--- config.mk ---
export PLATFORM = sky130hd
export DESIGN_NAME = alu_issue_ctrl
export DESIGN_NICKNAME = d
export VERILOG_FILES = /design/src/rtl/alu_pkg.sv /design/src/rtl/alu_ctrl_decode.sv /design/src/rtl/alu_issue_ctrl.sv
export SDC_FILE = /design/constraint.sdc
export NUM_CORES = 1
export LEC_CHECK = 0
export ABC_AREA = 1
export CAP_MARGIN = 20
export CORE_ASPECT_RATIO = 0.8
export CORE_MARGIN = 5
export CORE_UTILIZATION = 30
export CTS_BUF_LIST = sky130_fd_sc_hd__clkbuf_16
export CTS_CLUSTER_SIZE = 25
export DETAILED_ROUTE_END_ITERATION = 10
export SETUP_SLACK_MARGIN = 0.2
export SKIP_CTS_REPAIR_TIMING = 1
export SLEW_MARGIN = 20
export SYNTH_ARGS = -nofsm -noshare
export SYNTH_HDL_FRONTEND = slang
export SYNTH_SLANG_ARGS = --single-unit
--- constraint.sdc ---
create_clock -name clk -period 2.6 [get_ports clk]
set_clock_uncertainty 0.1 [all_clocks]
set_input_delay 0.52 -clock clk [delete_from_list [all_inputs] [get_ports clk]]
set_output_delay 0.52 -clock clk [all_outputs]
set_load 0.02 [all_outputs]
--- src/rtl/alu_pkg.sv ---
// Shared encodings for the execute-stage ALU issue path: ALUOp codes, ALU control
// values and the issue FSM state constants.
package alu_pkg;

    localparam logic [1:0] ALUOP_LDST    = 2'b00;
    localparam logic [1:0] ALUOP_BRANCH  = 2'b01;
    localparam logic [1:0] ALUOP_RTYPE   = 2'b10;
    localparam logic [1:0] ALUOP_ILLEGAL = 2'b11;

    localparam logic [3:0] ALUCTL_AND = 4'b0000;
    localparam logic [3:0] ALUCTL_OR  = 4'b0001;
    localparam logic [3:0] ALUCTL_ADD = 4'b0010;
    localparam logic [3:0] ALUCTL_SUB = 4'b0110;

    typedef logic [1:0] state_t;

    localparam state_t ST_IDLE  = 2'd0;
    localparam state_t ST_ISSUE = 2'd1;
    localparam state_t ST_WAIT  = 2'd2;
    localparam state_t ST_DONE  = 2'd3;

endpackage

--- src/rtl/alu_ctrl_decode.sv ---
// Combinational ALUOp/funct3/funct7[30] decode into the ALU control code plus an
// illegal flag for combinations the ALU does not support.
module alu_ctrl_decode
    import alu_pkg::*;
#(
    parameter int CTRL_W = 4
) (
    input  logic [1:0]        alu_op,
    input  logic [2:0]        funct3,
    input  logic              funct7_30,
    output logic [CTRL_W-1:0] alu_ctl,
    output logic              illegal
);

    always_comb begin
        alu_ctl = '0;
        illegal = 1'b0;
        case (alu_op)
            ALUOP_LDST:   alu_ctl = CTRL_W'(ALUCTL_ADD);
            ALUOP_BRANCH: alu_ctl = CTRL_W'(ALUCTL_SUB);
            ALUOP_RTYPE: begin
                case (funct3)
                    3'b000:  alu_ctl = funct7_30 ? CTRL_W'(ALUCTL_SUB) : CTRL_W'(ALUCTL_ADD);
                    3'b111:  alu_ctl = CTRL_W'(ALUCTL_AND);
                    3'b110:  alu_ctl = CTRL_W'(ALUCTL_OR);
                    default: illegal = 1'b1;
                endcase
            end
            ALUOP_ILLEGAL: illegal = 1'b1;
            default:       illegal = 1'b1;
        endcase
    end

endmodule

--- src/rtl/alu_issue_ctrl.sv ---
// Execute-stage initiator for a one-clock registered ALU: accepts a decoded op, drives
// operands/control, captures Result/Zero and returns them over a response handshake.
module alu_issue_ctrl
    import alu_pkg::*;
#(
    parameter int XLEN   = 64,
    parameter int CTRL_W = 4
) (
    input  logic              clk,
    input  logic              reset,
    input  logic              in_valid,
    output logic              in_ready,
    input  logic [1:0]        in_alu_op,
    input  logic [2:0]        in_funct3,
    input  logic              in_funct7_30,
    input  logic              in_is_branch,
    input  logic [XLEN-1:0]   in_op_a,
    input  logic [XLEN-1:0]   in_op_b,
    output logic [XLEN-1:0]   ReadData1,
    output logic [XLEN-1:0]   ReadData2,
    output logic [CTRL_W-1:0] AluCout,
    input  logic [XLEN-1:0]   AluResult,
    input  logic              AluZero,
    output logic              out_valid,
    input  logic              out_ready,
    output logic [XLEN-1:0]   out_result,
    output logic              out_zero,
    output logic              out_branch_taken,
    output logic              out_illegal
);

    state_t              state;
    logic                is_branch_q;
    logic [CTRL_W-1:0]   dec_ctl;
    logic                dec_illegal;

    alu_ctrl_decode #(.CTRL_W(CTRL_W)) u_decode (
        .alu_op    (in_alu_op),
        .funct3    (in_funct3),
        .funct7_30 (in_funct7_30),
        .alu_ctl   (dec_ctl),
        .illegal   (dec_illegal)
    );

    // No DONE->accept bypass: a new request is only taken once the response has drained.
    assign in_ready = (state == ST_IDLE);

    always_ff @(posedge clk) begin
        if (reset) begin
            state            <= ST_IDLE;
            is_branch_q      <= 1'b0;
            ReadData1        <= '0;
            ReadData2        <= '0;
            AluCout          <= '0;
            out_valid        <= 1'b0;
            out_result       <= '0;
            out_zero         <= 1'b0;
            out_branch_taken <= 1'b0;
            out_illegal      <= 1'b0;
        end else begin
            case (state)
                ST_IDLE: begin
                    if (in_valid) begin
                        if (dec_illegal) begin
                            out_result       <= '0;
                            out_zero         <= 1'b0;
                            out_branch_taken <= 1'b0;
                            out_illegal      <= 1'b1;
                            out_valid        <= 1'b1;
                            state            <= ST_DONE;
                        end else begin
                            ReadData1   <= in_op_a;
                            ReadData2   <= in_op_b;
                            AluCout     <= dec_ctl;
                            is_branch_q <= in_is_branch;
                            state       <= ST_ISSUE;
                        end
                    end
                end
                ST_ISSUE: state <= ST_WAIT;
                // ALU output reflects the operands sampled at the end of ISSUE.
                ST_WAIT: begin
                    out_result       <= AluResult;
                    out_zero         <= AluZero;
                    out_branch_taken <= is_branch_q & AluZero;
                    out_illegal      <= 1'b0;
                    out_valid        <= 1'b1;
                    state            <= ST_DONE;
                end
                ST_DONE: begin
                    if (out_ready) begin
                        out_valid <= 1'b0;
                        state     <= ST_IDLE;
                    end
                end
                default: state <= ST_IDLE;
            endcase
        end
    end

endmodule

==> flow_metrics.env <==
export IMPL_cp_startpoint="state[1]$_SDFFE_PP0P_"
export IMPL_drc=0
export IMPL_crit_path_end_kind="primary output"
export IMPL_drt_pass1_iterations=4
export IMPL_routed_via_density=4.41
export IMPL_num_vias=8255
export IMPL_min_from="reset"
export IMPL_hold_viol_final=0
export IMPL_tightest_slew_ns=0.731
export IMPL_finalWorstSetupSlack_ns=0.436
export IMPL_worstSetupPathType="flip-flop to primary output"
export IMPL_io_buffers=403
export IMPL_place_inst=1829
export IMPL_floorplan_initialDensity_pct=30.3
export IMPL_critical_path_buf_inv_count=2
export IMPL_max_freq_mhz=462
export IMPL_slew_viol_final=0
export IMPL_setup_reg_to_reg_worst_slack_ns=0.61
export IMPL_arrival_ns=1.54
export IMPL_fin_crit_ns=2.16
export IMPL_ys_ff_latch=202
export IMPL_insertion_delay_ns=0.50
export IMPL_grt_pass1_vias=7895
export IMPL_relSlewSlack_pct=51.3
export IMPL_antenna_found_initial=1
export IMPL_syn_to_final_growth_pct=66.2
export IMPL_synth_avg_cell_area_um2=7.02
export IMPL_finalNetCount=1706
export IMPL_core_area_mm2=0.0261
export IMPL_syn_area_mm2=0.00792
export IMPL_drt_iter0_markers=422
export IMPL_status="finished, final reports clean"
export IMPL_cp_depth=3
export IMPL_reg2reg_from="state[1]$_SDFFE_PP0P_"
export IMPL_worstPathRequired_ns=1.98
export IMPL_crit_fanout=6
export IMPL_grt_max_degree=70
export IMPL_slowest_delay_ns=0.35
export IMPL_r2r_cells=8
export IMPL_syn_inst=1127
export IMPL_worstHoldPathType="input pin to flip-flop"
export IMPL_crit_slowest_cell="dfxtp_1"
export IMPL_setup_tns_ns=0
export IMPL_drive_gt1_share_pct=4.29
export IMPL_ioPinCount=405
export IMPL_clock_sinks=202
export IMPL_place_hpwl_mm=20.0
export IMPL_tritoncts="done"
export IMPL_power_density_mw_per_mm2=1010
export IMPL_h_tree_depth=1
export IMPL_final_cells=1873
export IMPL_final_cell_mix="470 x nand2_1, 401 x clkdlybuf4s50_1, 202 x dfxtp_1"
export IMPL_synth_nets=1335
export IMPL_yosysWarnings=0
export IMPL_crit_chain="inv_1, ha_1, dlymetal6s2s_1"
export IMPL_cts_buffers=24
export IMPL_grt_pass1_wl_mm=44.0
export IMPL_path_clk_slew_ns=0.06
export IMPL_max_vdd_ir_drop_uv=568
export IMPL_critPathCapture="in_ready"
export IMPL_critPathLaunchType="flip-flop"
export IMPL_timing_rr_end="ReadData2[22]$_SDFFE_PP0P_"
export IMPL_grtUsageTotal_pct=18.1
export IMPL_stdcell_area_mm2=0.0132
export IMPL_clock_path_buffers=3
export IMPL_rows=53
export IMPL_leakagePower_nw=5.19
export IMPL_cap_violations=0
export IMPL_final_common_cell="nand2_1"
export IMPL_post_dp_cell_area_mm2=0.0124
export IMPL_gp_congestion=0.789
export IMPL_finalCritPeriodShare_pct=83.2
export IMPL_grt_ovfl_total=0
export IMPL_setup_viol=0
export IMPL_die_y_um=155
export IMPL_clockRootBuffer="clkbuf_16"
export IMPL_dp_worst_setup_slack_ns=0.303
export IMPL_synth_cell_types=23
export IMPL_die_area_mm2=0.0298
export IMPL_chipWidth_um=192
export IMPL_postRouteAntennaNets=0
export IMPL_cpLargestDelayFamily="buffers and inverters"
export IMPL_wl_per_cell_um=15.3
export IMPL_wirelength_mm=28.7
export IMPL_yosysSeqAreaShare_pct=51.1
export IMPL_rsz0062_at_grt="no"
-- worst register-to-register path: cells and delay by family (launching register included) --
| family | cells | cell delay (ns) |
|---|---|---|
| DFF | 1 | 0.35 |
| adders and majority gates | 1 | 0.30 |
| and+or+nand+nor | 2 | 0.27 |
| buffers and inverters | 3 | 0.47 |
| AOI/OAI and AO/OA | 2 | 0.43 |
-- final cells by class --
type	count	area (um^2)
fillers	2561	13000
repair buffers	425	4350
flip-flops and latches	202	4040
multi-input cells	765	3220
clock buffers	25	626
well taps	357	447
inverters	80	303
clock inverters	18	160
diodes	1	2.50
-- cells by family (layout without fill, tap and decap cells) --
family | after synthesis | after routing | share of synthesized area, %
buf+inv | 160 | 548 | 8.47
flops | 202 | 202 | 51.1
fa+ha+maj | 4 | 4 | 0.632
simple gates | 620 | 620 | 30.8
compound gates | 140 | 140 | 9.01
other cells | 1 | 2 | 0.0474
-- power by group --
part | total, W | internal, W | leakage [nW] | switching [W]
registers | 0.00395 | 0.00368 | 1.65 | 0.000277
logic | 0.00595 | 0.00246 | 3.14 | 0.00349
clock network | 0.00335 | 0.00203 | 0.396 | 0.00132
-- registers in the layout, indices dropped and copies added, names as in the netlist --
name              count
out_illegal           1
ReadData1            64
AluCout               3
out_zero              1
out_branch_taken      1
out_result           64
out_valid             1
is_branch_q           1
ReadData2            64
state                 2
-- stage by stage --
stage	hold slack, ns	utilization (%)	power [W]
after global placement	0.349	47.3	0.00995
after global routing	0.334	50.4	0.0143
after CTS	0.317	50.3	0.0135
final	0.329	50.4	0.0132
after floorplan	0.341	-	0.00763
after detailed placement	0.353	47.3	0.0100
-- metal layers --
layer  track usage [%]  wire, um
met5                 0         0
met3              6.44      2600
met1              22.9     12400
met4              5.13       722
met2              29.3     13000
-- worst min-delay path by stage --
stage,end,cells after the start
2_1_floorplan,is_branch_q$_SDFFE_PP0P_,2
3_3_place_gp,ReadData1[33]$_SDFFE_PP0P_,2
3_5_place_dp,ReadData2[15]$_SDFFE_PP0P_,2
4_1_cts,out_result[57]$_SDFFE_PP0P_,2
5_1_grt,out_result[55]$_SDFFE_PP0P_,2
6_report,ReadData1[45]$_SDFFE_PP0P_,2
-- cells in the mapped netlist --
library cell    n  area (um^2)
a211oi_1        1         7.51
a21boi_2        1         11.3
a21oi_1       136          681
a21oi_2         1         8.76
and3_1          1         6.26
buf_1           6         22.5
buf_2          20          100
buf_4          12         90.1
clkbuf_1       42          158
conb_1          1         3.75
dfxtp_1       202         4040
ha_1            4         50.1
inv_1          78          293
inv_2           2         7.51
nand2_1       471         1770
nand2_2         1         6.26
nand3_1        69          345
nand3_2         1         10.0
nand3b_1        1         7.51
nand4_1         2         12.5
nor2_1         73          274
nor3_1          1         5.00
o21ai_0         1         5.00
No activity file was read; power rests on OpenSTA's default activity.
